==> src/rtl/adc_power_sequencer.sv <==
// ADC power sequencer: powers up, initialises, calibrates, samples,
// sleeps and shuts down a bank of ADCs under a single timed FSM.
//
// Ports:
//   Clock, Reset               rising-edge clock, async active-high reset
//   OutToADCEnable             master power permission (low forces shutdown)
//   adcPwrOn/Off, adcSleep,
//   adcWake, adcRunCal         single-cycle commands
//   FaultClear                 leaves FAULT
//   ChannelMask                channels taking part in calibration
//   ADCClockLocked             sample clock locked
//   InCalRunning               per-channel calibration busy
//   RegWriteDone               serial writer finished (pulse)
//   RegWriteReq / RegWriteOp   serial write request and opcode
//   ADCPower, AnalogPower      supply enables
//   CalRequest                 per-channel calibration request
//   Sampling, Fault, FaultCode status
//   State                      current state encoding
module adc_power_sequencer #(
  parameter int NUM_ADC          = 2,
  parameter int TIMER_W          = 24,
  parameter int ADC_WARM_CYC     = 256,
  parameter int INIT_SETTLE_CYC  = 128,
  parameter int WAKE_CYC         = 128,
  parameter int SHUTDOWN_CYC     = 256,
  parameter int LOCK_TIMEOUT_CYC = 2**23,
  parameter int CAL_TIMEOUT_CYC  = 2**20,
  parameter int CAL_RETRIES      = 2
) (
  input  logic               Clock,
  input  logic               Reset,
  input  logic               OutToADCEnable,
  input  logic               adcPwrOn,
  input  logic               adcPwrOff,
  input  logic               adcSleep,
  input  logic               adcWake,
  input  logic               adcRunCal,
  input  logic               FaultClear,
  input  logic [NUM_ADC-1:0] ChannelMask,
  input  logic               ADCClockLocked,
  input  logic [NUM_ADC-1:0] InCalRunning,
  input  logic               RegWriteDone,
  output logic               RegWriteReq,
  output logic [1:0]         RegWriteOp,
  output logic               ADCPower,
  output logic               AnalogPower,
  output logic [NUM_ADC-1:0] CalRequest,
  output logic               Sampling,
  output logic               Fault,
  output logic [1:0]         FaultCode,
  output logic [3:0]         State
);

  typedef enum logic [3:0] {
    S_OFF         = 4'd0,
    S_ADC_WARM    = 4'd1,
    S_ANALOG_WARM = 4'd2,
    S_INIT_WRITE  = 4'd3,
    S_INIT_SETTLE = 4'd4,
    S_CAL_REQ     = 4'd5,
    S_CAL         = 4'd6,
    S_EN_DES      = 4'd7,
    S_SAMPLING    = 4'd8,
    S_DIS_SLEEP   = 4'd9,
    S_SLEEP       = 4'd10,
    S_WAKE        = 4'd11,
    S_DIS_CAL     = 4'd12,
    S_SHUTDOWN    = 4'd13,
    S_FAULT       = 4'd14
  } state_t;

  localparam int RW = $clog2(CAL_RETRIES + 2);

  localparam logic [TIMER_W-1:0] T_WARM  = TIMER_W'(ADC_WARM_CYC - 1);
  localparam logic [TIMER_W-1:0] T_SETTL = TIMER_W'(INIT_SETTLE_CYC - 1);
  localparam logic [TIMER_W-1:0] T_WAKE  = TIMER_W'(WAKE_CYC - 1);
  localparam logic [TIMER_W-1:0] T_SHUT  = TIMER_W'(SHUTDOWN_CYC - 1);
  localparam logic [TIMER_W-1:0] T_LOCK  = TIMER_W'(LOCK_TIMEOUT_CYC - 1);
  localparam logic [TIMER_W-1:0] T_CAL   = TIMER_W'(CAL_TIMEOUT_CYC - 1);

  state_t               state_q, state_d;
  logic [TIMER_W-1:0]   timer_q, timer_d;
  logic [RW-1:0]        retry_q, retry_d;
  logic [NUM_ADC-1:0]   mask_q, mask_d;
  logic [1:0]           code_q, code_d;

  logic restart;
  logic cal_fail;
  logic wr_fail;
  logic cal_up;
  logic cal_dn;
  logic abort;

  always_ff @(posedge Clock or posedge Reset) begin
    if (Reset) begin
      state_q <= S_OFF;
      timer_q <= '0;
      retry_q <= '0;
      mask_q  <= '0;
      code_q  <= '0;
    end else begin
      state_q <= state_d;
      timer_q <= timer_d;
      retry_q <= retry_d;
      mask_q  <= mask_d;
      code_q  <= code_d;
    end
  end

  always_comb begin
    state_d  = state_q;
    retry_d  = retry_q;
    mask_d   = mask_q;
    code_d   = code_q;
    restart  = 1'b0;
    cal_fail = 1'b0;
    wr_fail  = 1'b0;
    // unmasked channels count as both busy and idle
    cal_up   = &(InCalRunning | ~mask_q);
    cal_dn   = ~|(InCalRunning & mask_q);
    abort    = !OutToADCEnable &&
               !(state_q inside {S_OFF, S_SHUTDOWN, S_FAULT});

    if (abort) begin
      state_d = S_SHUTDOWN;
    end else begin
      unique case (state_q)
        S_OFF:
          if (adcPwrOn && OutToADCEnable) state_d = S_ADC_WARM;
        S_ADC_WARM:
          if (timer_q == T_WARM) state_d = S_ANALOG_WARM;
        S_ANALOG_WARM:
          if (ADCClockLocked) state_d = S_INIT_WRITE;
          else if (timer_q == T_LOCK) begin
            state_d = S_FAULT;
            code_d  = 2'd1;
          end
        S_INIT_WRITE:
          if (RegWriteDone) state_d = S_INIT_SETTLE;
          else wr_fail = (timer_q == T_CAL);
        S_INIT_SETTLE:
          if (timer_q == T_SETTL) state_d = S_CAL_REQ;
        S_CAL_REQ:
          if (cal_up) state_d = S_CAL;
          else cal_fail = (timer_q == T_CAL);
        S_CAL:
          if (cal_dn) state_d = S_EN_DES;
          else cal_fail = (timer_q == T_CAL);
        S_EN_DES:
          if (RegWriteDone) state_d = S_SAMPLING;
          else wr_fail = (timer_q == T_CAL);
        S_SAMPLING:
          if (adcPwrOff) state_d = S_SHUTDOWN;
          else if (adcSleep) state_d = S_DIS_SLEEP;
          else if (adcRunCal) state_d = S_DIS_CAL;
        S_DIS_SLEEP:
          if (RegWriteDone) state_d = S_SLEEP;
          else wr_fail = (timer_q == T_CAL);
        S_SLEEP:
          if (adcPwrOff) state_d = S_SHUTDOWN;
          else if (adcWake) state_d = S_WAKE;
        S_WAKE:
          if (timer_q == T_WAKE) state_d = S_EN_DES;
        S_DIS_CAL:
          if (RegWriteDone) state_d = S_CAL_REQ;
          else wr_fail = (timer_q == T_CAL);
        S_SHUTDOWN:
          if (timer_q == T_SHUT) state_d = S_OFF;
        S_FAULT:
          if (FaultClear) begin
            state_d = S_OFF;
            code_d  = 2'd0;
          end
        default:
          state_d = S_OFF;
      endcase
    end

    if (wr_fail) begin
      state_d = S_FAULT;
      code_d  = 2'd3;
    end

    if (cal_fail) begin
      retry_d = retry_q + RW'(1);
      if (retry_q >= RW'(CAL_RETRIES)) begin
        state_d = S_FAULT;
        code_d  = 2'd2;
      end else begin
        // re-entry of CAL_REQ: fresh timer and fresh mask
        state_d = S_CAL_REQ;
        restart = 1'b1;
      end
    end

    if (state_d == S_CAL_REQ && (state_q != S_CAL_REQ || restart))
      mask_d = ChannelMask;

    if (state_d == S_SAMPLING && state_q != S_SAMPLING)
      retry_d = '0;

    if (state_d != state_q || restart)
      timer_d = '0;
    else if (&timer_q)
      timer_d = timer_q;
    else
      timer_d = timer_q + TIMER_W'(1);

    ADCPower    = !(state_q inside {S_OFF, S_FAULT});
    AnalogPower = OutToADCEnable &&
                  !(state_q inside {S_OFF, S_ADC_WARM,
                                    S_SHUTDOWN, S_FAULT});
    RegWriteReq = state_q inside {S_INIT_WRITE, S_EN_DES,
                                  S_DIS_SLEEP, S_DIS_CAL};
    RegWriteOp  = 2'd0;
    if (state_q == S_EN_DES) RegWriteOp = 2'd1;
    if (state_q inside {S_DIS_SLEEP, S_DIS_CAL}) RegWriteOp = 2'd2;
    CalRequest  = (state_q == S_CAL_REQ) ? mask_q : '0;
    Sampling    = (state_q == S_SAMPLING);
    Fault       = (state_q == S_FAULT);
    FaultCode   = code_q;
    State       = state_q;
  end

endmodule

==> config.mk <==
export PLATFORM = sky130hd
export DESIGN_NAME = adc_power_sequencer
export DESIGN_NICKNAME = d
export VERILOG_FILES = /design/src/rtl/adc_power_sequencer.sv
export SDC_FILE = /design/constraint.sdc
export NUM_CORES = 1
export LEC_CHECK = 0
export ABC_AREA = 1
export CAP_MARGIN = 15
export CORE_MARGIN = 1
export CORE_UTILIZATION = 52
export CTS_BUF_LIST = sky130_fd_sc_hd__clkbuf_4 sky130_fd_sc_hd__clkbuf_8 sky130_fd_sc_hd__clkbuf_16
export DETAILED_ROUTE_END_ITERATION = 10
export GPL_TIMING_DRIVEN = 0
export PLACE_DENSITY = 0.77
export RECOVER_POWER = 25
export SYNTH_ARGS = -nofsm -noshare
export SYNTH_HDL_FRONTEND = slang
export SYNTH_SLANG_ARGS = --single-unit
==> constraint.sdc <==
create_clock -name Clock -period 2.4 [get_ports Clock]
set_clock_uncertainty 0.2 [all_clocks]
set_input_delay 0.24 -clock Clock [delete_from_list [all_inputs] [get_ports Clock]]
set_output_delay 0.24 -clock Clock [all_outputs]
set_load 0.01 [all_outputs]
== Word level (Yosys, flattened, before mapping) ==
Index checks and enable logic that the tools add are counted.

* Flip-flop bits (word level): 34
* Bits of input ports: 15
* Output and inout bits: 15
* Word-level logic and storage cells: 105

* Add/subtract/negate cells: 2
* $lt $le $gt $ge: 1
* Equal/unequal tests: 24
* Mux-type cells: 48
* Bitwise operators: 3
* Reduce and logical (&&, ||, !) cells: 22

{| class="wikitable"
|+ Operators with widths
! kind !! number
|-
| $mux W4 || 23
|-
| $pmux W4 S15 || 1
|-
| $mux W24 || 2
|-
| $eq A4 B4 Y1 const B || 8
|-
| $add A24 B1 Y24 const B || 1
|-
| $eq A24 B20 Y1 const B || 1
|-
| $eq A24 B23 Y1 const B || 1
|-
| $eq A24 B7 Y1 const B || 1
|-
| $eq A24 B8 Y1 const B || 1
|-
| $reduce_and A24 Y1 || 1
|-
| $mux W2 || 11
|-
| $eq A4 B3 Y1 const B || 5
|-
| $mux W1 || 9
|-
| $eq A4 B2 Y1 const B || 2
|-
| $reduce_bool A4 Y1 || 2
|-
| $reduce_bool A2 Y1 || 3
|-
| $logic_and A1 B1 Y1 || 5
|-
| $eq A4 B1 Y1 const B || 1
|-
| $logic_not A1 Y1 || 4
|-
| $logic_not A4 Y1 || 1
|-
| $ne A4 B3 Y1 const B || 1
|-
| $ne A4 B4 Y1 || 1
|-
| $ne A4 B4 Y1 const B || 1
|-
| $pmux W2 S2 || 1
|-
| 12 further kinds || 13
|}

== Depth between registers and ports, before layout ==
* Word-level depth: 11
* Gate-level depth with buffers: 17
* Mapped depth without buffers: 16

== Least setup slack after synthesis ==
OpenSTA, ideal clock, no wires.

* Kind: reg-to-reg
* Start point: reg timer_q[0]
* End point: reg timer_q[4]
* Setup time: 0.126 ns
* Data arrival time: 1.941 ns
* Data required time: 2.074 ns
* Setup slack: 0.133 ns
* Cell stages (with the launch flop): 16
* Buffers on the path: 1
* Clock period less this slack: 2.267 ns
* Path through: dfrtp_1 > ha_1 > nand2_1 > nor2_4 > nand2_2 > nor2_4 > nand3b_1 > nor2_2 > nand2_2 > nor2_4 > inv_2 > nand2_1 > nand2_1 > nand2_2 > buf_6 > nor3_2

* Cells in the longest elaborated chain, start to end: 10
* Elaborated cells on any way between the ends: 29
* Classes of those cells: add/sub (1); eq/ne (6); mux (20); reduce/logical (2)

{| class="wikitable"
|+ Ends and longest elaborated chain
! element !! RTL line !! RTL
|-
| from (decl) || 82 || <nowiki>logic [TIMER_W-1:0] timer_q, timer_d;</nowiki>
|-
| from (signal assigned) || 103 || <nowiki>timer_q <= timer_d;</nowiki>
|-
| $eq A24 B23 Y1 || 134 || <nowiki>else if (timer_q == T_LOCK) begin</nowiki>
|-
| $mux W4 || 134 ||
|-
| $mux W4 || 133 || <nowiki>if (ADCClockLocked) state_d = S_INIT_WRITE;</nowiki>
|-
| $pmux W4 S15 || 127 || <nowiki>unique case (state_q)</nowiki>
|-
| $mux W4 || 124 || <nowiki>if (abort) begin</nowiki>
|-
| $mux W4 || 179 || <nowiki>if (wr_fail) begin</nowiki>
|-
| $mux W4 || 184 || <nowiki>if (cal_fail) begin</nowiki>
|-
| $ne A4 B4 Y1 || 202 || <nowiki>if (state_d != state_q || restart)</nowiki>
|-
| $logic_or A1 B1 Y1 || 202 ||
|-
| $ne A2 B2 Y1 (no line) or $mux W24 (tied branches) || - ||
|}

Several ways; a longest one is shown, not always the timed one. The select of a mux whose other input is x is not followed.
A chain may end at the register's enable or synchronous reset.

== Worst setup path in the final report ==
* Start point: reg state_q[2], in the netlist State[2]
* End point: reg timer_q[18]

* Cells in the longest elaborated chain, start to end: 10
* Elaborated cells on any way between the ends: 51
* Classes of those cells: eq/ne (16); mux (29); reduce/logical (6)

{| class="wikitable"
|+ Ends and longest elaborated chain
! element !! RTL line !! RTL
|-
| from (decl) || 81 || <nowiki>state_t state_q, state_d;</nowiki>
|-
| from (signal assigned) || 102 || <nowiki>state_q <= state_d;</nowiki>
|-
| $mux W4 (tied with other cells) || 155 || <nowiki>else if (adcRunCal) state_d = S_DIS_CAL;</nowiki>
|-
| $mux W4 or $reduce_bool A3 Y1 (tied branches) || 154, 122 ||
|-
| $mux W4 or $logic_not A1 Y1 (tied branches) || 153, 122 ||
|-
| $pmux W4 S15 or $logic_and A1 B1 Y1 (tied branches) || 127, 121 ||
|-
| $mux W4 or $mux W1 (tied branches) || 124 ||
|-
| $mux W4 || 179 ||
|-
| $mux W4 || 184 ||
|-
| $ne A4 B4 Y1 || 202 ||
|-
| $logic_or A1 B1 Y1 * || 202 ||
|-
| $ne A2 B2 Y1 (no line) or $mux W24 (tied branches) || - ||
|}

Mark *: on every way between the ends. The rest lies on a longest branch, timed or not.

==> impl_metrics.yaml <==
global_route:
  antenna_found_initial: 0
  grt_pass1_vias: 2882
  grt_pass1_wl_mm: 13.6
  grt_overflow_total: 0
  grt_util_all_layers_pct: 29.3
  grt_max_degree: 19
floorplanning:
  chipHeight_um: 76.1
  fp.dieArea_um2: 5790
  die_x_um: 76.1
  start_util_pct: 54.8
  rows: 26
  ios: 30
  core_um2: 5200
power:
  irDropWorstVdd_uv: 838
  p_leak_nw: 1.99
  p_per_area_nw_per_um2: 1170
place:
  place_inst: 524
  dpl_cell_area_um2: 3260
  io_buffers: 29
  hpwl_mm: 5.70
  routabilityCongestion: 0.924
timing:
  worst_slew_pin_slew_ps: 759
  finalMaxSlewViolations: 0
  fmax_mhz: 369
  final.period_utilization_pct: 113
  hold-worst-slack_ps: 296
  worst_slack_ps: -309
  slew_headroom_pct: 49.3
  setup_viol: 28
  finalCriticalPeriod_ps: 2710
  hold_violations: 0
  rsz0062_at_grt: "yes"
clock_tree:
  cts-root-buf: "clkbuf_8"
  ctsHoldBuffers: 0
  clk_pin_slew_worst_paths_ps: 70
  numClockSinks: 34
  cts_tree: "done"
  clock_path_buffers: 2
  insertion_delay_ps: 290
  htree_levels: 2
  cts_buffers: 5
yosys:
  synth_seq_cells: 34
  synth_cell_types: 33
  synth_edf_count: 0
  yosys_most_used_dff: "dfrtp_1"
  synth_cells: 424
  synth_top_area_cell: "dfrtp_1"
  netlist_area_um2: 2850
  yosysSeqAreaShare_pct: 29.8
  synth_area_leaders: "dfrtp_1, nand2_1, nor2_1"
  synth.top_cell.area_share_pct: 29.8
  async_reset_ff_share_pct: 100
  synth_nets: 441
  yosysWarnings: 0
  synth.avg_cell_area_um2: 6.73
cells_and_area:
  drive_gt1_share_pct: 33.5
  antenna_cells: 0
  mostFrequentLayoutCells: "nand2_1, nor2_1, inv_1"
  fin_area_um2: 4240
  multi_input_area_um2: 2140
  seq_area_um2: 855
  stdcell_count: 574
  finalCoreUtilization_pct: 81.4
  layout_commonest_cell: "nand2_1"
  final_nets: 520
  fillers: 320
  area_growth_pct: 48.5
setup_path:
  path_class: "flip-flop to flip-flop"
  critPathCaptureType: "flip-flop"
  cp_max_fo: 8
  path_cells: "buf_6, clkinvlp_4, nor2_4, nand2_4, o21ai_4, nand2_1, nand2_1, nor2_4, nand3_1, nand2_1, nor2_4, nand2_8, clkbuf_16, nor3_2"
  cp-start-kind: "flip-flop"
  worst_ep_arrival_time_ps: 2720
  max_stage_delay_ps: 370
  crit_required_ps: 2410
  critical-path-slowest-cell: "dfrtp_1"
status:
  outcome: "complete, but fails checks"
  failed_checks: "setup timing"
min_path:
  min-delay-path-class: "input pin to flip-flop"
drt:
  drc_errors: 0
  first_iter_violations: 424
  via_per_inst: 5.83
  first_pass_iters: 7
  vias: 3349
  wl_per_cell_um: 17.0
  drt_wl_total_mm: 9.78
  postRouteAntennaNets: 0
job:
  drv_cap: 0
[stage by stage]
stage                     setup WS [ps]  TNS [ps]  power, mW
after global placement             -286     -6460       2.58
final                              -309     -6960       4.95
after detailed placement           -279     -6170       2.59
after CTS                         -62.8      -899       4.06
after floorplan                     133         0       2.05
after global routing               -397     -9950       5.17
[final timing paths]
kind,end,slack [ps],cells past startpoint,start
hold reg to reg,mask_q[0],350,2,mask_q[0]
max in group asynchronous,FaultCode[0],1140,3,Reset
setup reg to reg,timer_q[18],-310,14,State[2]
min in group asynchronous,retry_q[0],310,2,Reset
hold / removal,mask_q[0],300,3,ChannelMask[0]
setup / recovery,timer_q[18],-310,14,State[2]
[routing by layer]
metal,GRT usage (%),vias to the layer above,share of wire (%)
li1,-,1514,-
met1,40.1,1575,40
met2,48.2,224,47
met3,5.75,36,9.8
met4,5.58,0,2.5
met5,0,-,0
[cells by family after synthesis]
group | after synthesis | share of synthesized area (%)
compound gates | 28 | 5.44
fa+ha+maj | 2 | 0.877
flops | 34 | 29.8
mux | 1 | 0.351
simple gates | 283 | 49.2
buf+inv | 59 | 9.12
xor+xnor | 17 | 5.22
[cell type report]
| cell class | count | share of cell area (%) |
|---|---|---|
| Buffer | 6 | 2.27 |
| Clock buffer | 7 | 2.13 |
| Clock inverter | 1 | 0.118 |
| Inverter | 53 | 4.96 |
| Multi-Input combinational cell | 331 | 50.6 |
| Sequential cell | 34 | 20.2 |
| Tap cell | 70 | 2.07 |
| Timing Repair Buffer | 72 | 17.7 |
[repair_timing]
item / 4_1_cts / 5_1_grt
pin swaps: 15 / 30
cloned: 2 / 2
gates resized for setup: 52 / 67
setup endpoints to repair: 33 / 33
setup buffers: 24 / 14
[power by group]
part           internal [mW]  switching, mW
sequential             0.633         0.0909
clock                  0.243          0.221
combinational           1.69           2.07
[critical path, delay by kind of cell (launching register included)]
kind | cells | cell delay (ps)
and+or+nand+nor | 10 | 1270
buffers and inverters | 3 | 550
DFF | 1 | 370
AOI/OAI and AO/OA | 1 | 210
[state kept, by name (all words and copies together) (netlist names)]
signal     count
retry_q        2
timer_q       24
mask_q         2
FaultCode      2
State          4
[cells in the mapped netlist (2+ instances only)]
cell type,instances
nand2_1,112
nor2_1,67
xor2_1,11
nand4_1,12
inv_2,7
nor2_2,4
nand3b_1,2
o21ai_2,2
nand2_2,12
ha_1,2
nand3_1,30
xnor2_1,6
nor2_4,6
inv_1,45
buf_6,5
nor3_1,11
dfrtp_1,34
a21oi_1,6
nor3_2,20
o21ai_0,17
Power figures use the tool's default switching activity.
